--- config.mk ---
export PLATFORM = sky130hd
export DESIGN_NAME = rvm_mem_responder
export DESIGN_NICKNAME = d
export VERILOG_FILES = /design/src/rtl/rvm_mem_responder_pkg.sv /design/src/rtl/rvm_mem_responder.sv
export SDC_FILE = /design/constraint.sdc
export NUM_CORES = 1
export LEC_CHECK = 0
export ABC_CLOCK_PERIOD_IN_PS = 2400
export BUFFER_PORTS_ARGS = -buffer_cell sky130_fd_sc_hd__buf_2
export CORE_MARGIN = 3
export CORE_UTILIZATION = 45
export CTS_BUF_LIST = sky130_fd_sc_hd__clkbuf_8
export DETAILED_ROUTE_END_ITERATION = 16
export PLACE_DENSITY = 0.88
export SETUP_SLACK_MARGIN = 0.4
export SLEW_MARGIN = 20
export SYNTH_ARGS = -nofsm -noshare
export SYNTH_HDL_FRONTEND = slang
export SYNTH_SLANG_ARGS = --single-unit
--- constraint.sdc ---
create_clock -name clk -period 2.4 [get_ports clk]
set_input_delay 0.24 -clock clk [delete_from_list [all_inputs] [get_ports clk]]
set_output_delay 0.24 -clock clk [all_outputs]
set_load 0.005 [all_outputs]
--- src/rtl/rvm_mem_responder_pkg.sv ---
// Shared memory-bus widths and the address-legality helper for rvm_mem_responder.
// The helper is only referenced when RVM_MEM_RESP_ERRCHK_EN is defined.
package rvm_mem_responder_pkg;

  localparam int RVM_MEM_ADDR_W = 32;
  localparam int RVM_MEM_DATA_W = 32;
  localparam int RVM_MEM_STRB_W = 4;

  // Misaligned, or beyond the 2^(depth_w+2)-byte window backed by the SRAM.
  function automatic logic addr_is_bad(input logic [RVM_MEM_ADDR_W-1:0] addr,
                                       input int                        depth_w);
    logic [RVM_MEM_ADDR_W-1:0] hi;
    hi = addr >> (depth_w + 2);
    return (addr[1:0] != 2'b00) || (hi != '0);
  endfunction

endpackage

--- src/rtl/rvm_mem_responder.sv ---
// Single-outstanding core-to-synchronous-SRAM responder with optional wait states.
// Define RVM_MEM_RESP_ERRCHK_EN to reject misaligned / out-of-range addresses.
module rvm_mem_responder
  import rvm_mem_responder_pkg::*;
#(
  parameter int DEPTH_W     = 10,
  parameter int WAIT_CYCLES = 0
) (
  input  logic                      clk,
  input  logic                      reset,
  input  logic                      mem_req,
  input  logic                      mem_wen,
  input  logic [RVM_MEM_ADDR_W-1:0] mem_addr,
  input  logic [RVM_MEM_DATA_W-1:0] mem_wdata,
  input  logic [RVM_MEM_STRB_W-1:0] mem_strb,
  output logic                      mem_ack,
  output logic [RVM_MEM_DATA_W-1:0] mem_rdata,
  output logic                      mem_error,
  output logic                      ram_cs,
  output logic [RVM_MEM_STRB_W-1:0] ram_we,
  output logic [DEPTH_W-1:0]        ram_addr,
  output logic [RVM_MEM_DATA_W-1:0] ram_wdata,
  input  logic [RVM_MEM_DATA_W-1:0] ram_rdata
);

  typedef enum logic [1:0] {
    S_IDLE   = 2'd0,
    S_WAIT   = 2'd1,
    S_ACCESS = 2'd2,
    S_RESP   = 2'd3
  } state_t;

  localparam bit         HAS_WAIT  = (WAIT_CYCLES > 0);
  localparam logic [3:0] WAIT_LOAD = HAS_WAIT ? 4'(WAIT_CYCLES - 1) : 4'd0;

  state_t                    r_state;
  state_t                    w_state_nxt;
  logic [3:0]                r_cnt;
  logic [3:0]                w_cnt_nxt;
  logic                      r_wen;
  logic [DEPTH_W-1:0]        r_addr;
  logic [RVM_MEM_DATA_W-1:0] r_wdata;
  logic [RVM_MEM_STRB_W-1:0] r_strb;
  logic                      w_take;
  logic                      w_err;
  logic                      r_err;

  assign w_take = (r_state == S_IDLE) && mem_req;

`ifdef RVM_MEM_RESP_ERRCHK_EN
  assign w_err = addr_is_bad(mem_addr, DEPTH_W);

  always_ff @(posedge clk or posedge reset) begin
    if (reset) begin
      r_err <= 1'b0;
    end else if (w_take) begin
      r_err <= w_err;
    end
  end
`else
  // Only the word-address bits reach the SRAM; the rest wrap away.
  logic w_unused;
  assign w_unused = &{1'b0, mem_addr[RVM_MEM_ADDR_W-1:DEPTH_W+2], mem_addr[1:0]};
  assign w_err    = 1'b0;
  assign r_err    = 1'b0;
`endif

  always_ff @(posedge clk or posedge reset) begin
    if (reset) begin
      r_state <= S_IDLE;
      r_cnt   <= 4'd0;
    end else begin
      r_state <= w_state_nxt;
      r_cnt   <= w_cnt_nxt;
    end
  end

  always_ff @(posedge clk or posedge reset) begin
    if (reset) begin
      r_wen   <= 1'b0;
      r_addr  <= '0;
      r_wdata <= '0;
      r_strb  <= '0;
    end else if (w_take) begin
      r_wen   <= mem_wen;
      r_addr  <= mem_addr[DEPTH_W+1:2];
      r_wdata <= mem_wdata;
      r_strb  <= mem_strb;
    end
  end

  always_comb begin
    w_state_nxt = r_state;
    w_cnt_nxt   = r_cnt;
    mem_ack     = 1'b0;
    mem_rdata   = '0;
    mem_error   = 1'b0;
    ram_cs      = 1'b0;
    ram_we      = '0;
    ram_addr    = r_addr;
    ram_wdata   = r_wdata;
    case (r_state)
      S_IDLE: begin
        if (mem_req) begin
          w_cnt_nxt = WAIT_LOAD;
          if (w_err) begin
            w_state_nxt = S_RESP;
          end else if (HAS_WAIT) begin
            w_state_nxt = S_WAIT;
          end else begin
            w_state_nxt = S_ACCESS;
          end
        end
      end
      S_WAIT: begin
        if (r_cnt == 4'd0) begin
          w_state_nxt = S_ACCESS;
        end else begin
          w_cnt_nxt = r_cnt - 4'd1;
        end
      end
      S_ACCESS: begin
        ram_cs      = 1'b1;
        ram_we      = r_wen ? r_strb : '0;
        w_state_nxt = S_RESP;
      end
      S_RESP: begin
        // SRAM read data arrives the cycle after chip select, i.e. here.
        mem_ack     = 1'b1;
        mem_error   = r_err;
        mem_rdata   = (r_wen || r_err) ? '0 : ram_rdata;
        w_state_nxt = S_IDLE;
      end
      default: w_state_nxt = S_IDLE;
    endcase
  end

endmodule
## Yosys cells after proc, flatten, opt, wreduce, memory -nomap -nowiden

Cells that the tools add are included.

- Flip-flop bits (word level): 53
- Input bits: 104
- Output and inout bits: 81

- Add/subtract/negate cells: 1
- Equal/unequal tests: 6
- Multiplexer cells: 12
- Reductions and logical operators: 6

Operators by type and width:

| operator | number |
|---|---|
| 32-bit two-way mux | 2 |
| 4-bit two-way mux | 4 |
| 2-bit case mux with 4 select lines | 1 |
| 4-bit case mux with 2 select lines | 1 |
| 2-bit != test (second input constant) | 3 |
| 2-bit equality test (second input constant) | 2 |
| 4-bit zero test | 1 |
| 2-bit two-way mux | 2 |
| 4-bit by 1-bit subtractor with 4-bit output (second input constant) | 1 |
| 3-bit AND reduction | 1 |
| 2-bit by 1-bit equality test with 1-bit output (second input constant) | 1 |
| 2-bit zero test | 1 |
| 1-bit two-way mux | 2 |
| 2-bit AND reduction | 1 |
| 2-bit nonzero test | 1 |
| 1-bit logical AND | 1 |

## Longest topological paths before layout

- Depth in word-level cells: 3
- Mapped depth: 5
- Depth with buffers taken out: 5

## Worst setup path after synthesis

No wires, ideal clock.

- Path kind: register to register
- From: register r_state[1]
- To: register r_strb[0]
- Library setup time: 125 ps
- Data arrival time: 1280 ps
- Slack: 995 ps
- Stages on the path, launching flop included: 6
- Path buffers: 3
- Period minus slack after synthesis: 1405 ps
- Cell sequence: dfrtp_1 -> buf_6 -> nor3b_4 -> buf_6 -> buf_12 -> mux2_4

- Word-level cells in the longest chain between the ends: 2

RTL lines:

| what | RTL line | RTL |
|---|---|---|
| start: declaration | rvm_mem_responder.sv:36 | `state_t r_state;` |
| start signal: assignment | rvm_mem_responder.sv:73 | `r_state <= w_state_nxt;` |
| 2-bit zero test | rvm_mem_responder.sv:48 | `assign w_take = (r_state == S_IDLE) && mem_req;` |
| 1-bit logical AND | rvm_mem_responder.sv:48 |  |
| end signal: assignment | rvm_mem_responder.sv:88 | `r_strb <= mem_strb;` |
| end: declaration | rvm_mem_responder.sv:43 | `logic [RVM_MEM_STRB_W-1:0] r_strb;` |

Every way passes these cells.
A chain may end at the register's enable or synchronous reset.

## Worst setup path in the final report

- From: register r_state[1]
- To: output mem_rdata[28]

- Word-level cells in the longest chain between the ends: 2

RTL lines:

| what | RTL line | RTL |
|---|---|---|
| 2-bit equality test | rvm_mem_responder.sv:102 | `case (r_state)` |
| 32-bit two-way mux | rvm_mem_responder.sv:102 |  |
| end: declaration | rvm_mem_responder.sv:17 | `output logic [RVM_MEM_DATA_W-1:0] mem_rdata,` |

Every way passes these cells.

==> results.json <==
{
  "outcome": "completed",
  "clk_pin_slew_ps": 90,
  "io_pins": 185,
  "yosysTopAreaCellShare_pct": 52.3,
  "layoutNonFillerInstCount": 414,
  "clockRootBuffer": "clkbuf_8",
  "wl_per_cell_um": 14.4,
  "crit_slowest_cell": "dfrtp_2",
  "irDropWorstVdd_uv": 572,
  "p_total_mw": 3.95,
  "final_max_slew_viol_count": 0,
  "stdcell_area_um2": 3460,
  "pwr-share-seq_pct": 41.4,
  "syn_avg_cell_area_um2": 14.1,
  "ys_seq_elements": 53,
  "synth.distinct_cells": 28,
  "p_comb_share_pct": 46.7,
  "p_sw_mw": 1.25,
  "placed_cells": 404,
  "critPathMaxFanout": 32,
  "synth_ff_type": "dfrtp_1",
  "syn_nets": 285,
  "rsz0062_at_grt": "false",
  "synth_most_common_cell": "dfrtp_1",
  "syn2layout_area_growth_pct": 36.5,
  "antenna_found_initial": 0,
  "die_h_um": 81.1,
  "via_per_inst": 4.74,
  "clkSinkCount": 53,
  "track_usage_pct": 17.7,
  "core_um2": 5270,
  "criticalPathCategory": "register to output port",
  "start_util_pct": 48.1,
  "worstPathRequired_ps": 2160,
  "fin_nets": 449,
  "min_period_ps": 1880,
  "synth.area.top_cells": "dfrtp_1 (52%), mux2_4 (18%), and2_1 (8.4%), mux2_2 (7.6%), buf_12 (2.4%)",
  "internal_power_mw": 2.69,
  "cts.path.max_buffers": 2,
  "seqCellArea_um2": 1330,
  "cts_tree": "yes",
  "drive_gt1_share_pct": 65.4,
  "cpPeakStageDelay_ps": 490,
  "critical_path.endpoint_type": "output port",
  "finalSetupTns_ps": 0,
  "clock_latency_ps": 290,
  "hold_viol_final": 0,
  "wl_mm": 5.98,
  "vias": 1963,
  "die_w_um": 81.1,
  "max_cap_viol_count": 0,
  "power_density_nw_per_um2": 1140,
  "synth_largest_area_cell": "dfrtp_1",
  "grt_start_max_net_pins": 34,
  "firstDrtPassIters": 4,
  "setup_violations": 0,
  "die_area_um2": 6570,
  "rows": 26,
  "cts_inserted_buffers": 5,
  "antenna_cells": 0,
  "worstHoldPathType": "primary input to register",
  "dp_hpwl_mm": 4.69,
  "antenna_left": 0,
  "synthCells": 180,
  "switching_share_pct": 31.7,
  "drt-initial-drc-count": 52,
  "crit_chain": "and2_1 > and2b_1 > buf_4 > and2_1 > buf_2",
  "multi_input_comb_area_um2": 1080,
  "cp_data_arrival_time_ps": 1640,
  "synth-async-reset-ratio_pct": 100,
  "netlist_area_um2": 2530,
  "grt_pass1_vias": 1847,
  "fin_crit_sh_pct": 78.2,
  "pwr-share-clk_pct": 11.9,
  "dpl_cell_area_um2": 3350,
  "max_freq_mhz": 533,
  "gp_congestion": 0.787,
  "drc": 0,
  "fillers": 432,
  "p_leak_nw": 1.90,
  "grt_pass1_wl_mm": 8.89,
  "synth_edf_count": 0,
  "cpMostUsedCell": "and2_1",
  "synthTopCellsByCount": "dfrtp_1 (53), and2_1 (34), mux2_4 (30)",
  "worstSetupStartpointType": "register",
  "htree_num_levels": 2,
  "clock_skew_ps": 6.39,
  "final_core_util_pct": 65.6,
  "synth_warnings": 0,
  "port_buffers": 161,
  "ys_seq_area_share_pct": 52.3,
  "grt.overflow.total": 0
}
critical path, delay by kind of cell (launching register included):
kind / cells / cell delay, ps
buf+inv: 2 / 330
simple gates: 3 / 520
flops: 1 / 490
final cells by class:
| class | instances | area share [%] |
|---|---|---|
| Clock buffer | 5 | 1.99 |
| Clock inverter | 2 | 0.362 |
| Inverter | 3 | 0.325 |
| Multi-Input combinational cell | 113 | 31.1 |
| Sequential cell | 53 | 38.4 |
| Tap cell | 70 | 2.53 |
| Timing Repair Buffer | 168 | 25.2 |
worst paths after layout:
kind                       slack [ps]               startpoint                   endpoint  cells after the start
max                               520   r_state[1]$_DFFE_PP0P_              mem_rdata[28]                      5
min                               170            mem_wdata[13]  ram_wdata[13]$_DFFE_PP0P_                      2
max reg2reg                       720   r_state[0]$_DFFE_PP0P_          r_wen$_DFFE_PP0P_                      4
min reg2reg                       510  ram_addr[1]$_DFFE_PP0P_    ram_addr[1]$_DFFE_PP0P_                      1
max in group asynchronous        1100                    reset     r_state[1]$_DFFE_PP0P_                      4
min in group asynchronous         510                    reset  ram_wdata[14]$_DFFE_PP0P_                      3
flip-flops by register name (all words and copies together), names as in the netlist:
name	count
ram_wdata	32
r_state	2
r_strb	4
r_wen	1
ram_addr	10
r_cnt	4
power groups by stage:
stage          registers [mW]  clock network [mW]  logic [mW]
4_1_cts                  1.65               0.489        1.84
6_report                 1.63               0.470        1.84
3_3_place_gp             1.63                   0        1.78
3_5_place_dp             1.66                   0        1.84
5_1_grt                  1.70               0.525        2.01
2_1_floorplan            1.62                   0        1.20
timing repair:
item	4_1_cts	5_1_grt
gates resized for setup	1	1
setup endpoints to repair	6	32
endpoints found under the hold margin	20	0
setup buffers	0	2
gates cloned	0	0
hold buffers	1	0
cell families after synthesis:
| logic type | count (synthesis) | synth area share, % |
|---|---|---|
| adders and majority gates | 1 | 0.494 |
| DFF | 53 | 52.3 |
| other | 1 | 0.148 |
| buffers and inverters | 14 | 5.18 |
| muxes | 47 | 25.3 |
| and+or+nand+nor | 58 | 14.9 |
| AOI/OAI and AO/OA | 6 | 1.68 |
cells in the final DEF (no fill, tap or decap):
cell / instances
buf_12: 1
ha_1: 1
clkinv_4: 1
nor2b_1: 2
a21o_1: 1
clkbuf_8: 5
or4b_1: 2
dlygate4sd3_1: 1
and2b_1: 1
a311o_1: 1
nand3_1: 3
dfrtp_2: 2
and3_1: 5
o21ai_0: 2
o211ai_1: 1
nand2_1: 4
nor4bb_1: 1
and2_1: 34
nor2_1: 2
buf_4: 5
conb_1: 1
inv_2: 1
nand3b_1: 1
nor3b_2: 1
o21bai_1: 1
inv_1: 3
mux2_4: 30
dfrtp_1: 51
or3_1: 1
nor3b_4: 1
mux2_2: 17
buf_2: 161
per-stage QoR:
stage,worst slack [ps],hold WS (ps)
detailed placement,712,267
global route,426,147
floorplan,874,388
global placement,773,263
CTS,455,158
finish,524,169
metal layers:
layer	global-route usage [%]	part of all wire, %
met1	20.5	38
met2	32.4	52
met3	4.55	9.9
met4	4.05	0.70
met5	0	0
(Power assumes the default switching activity.)
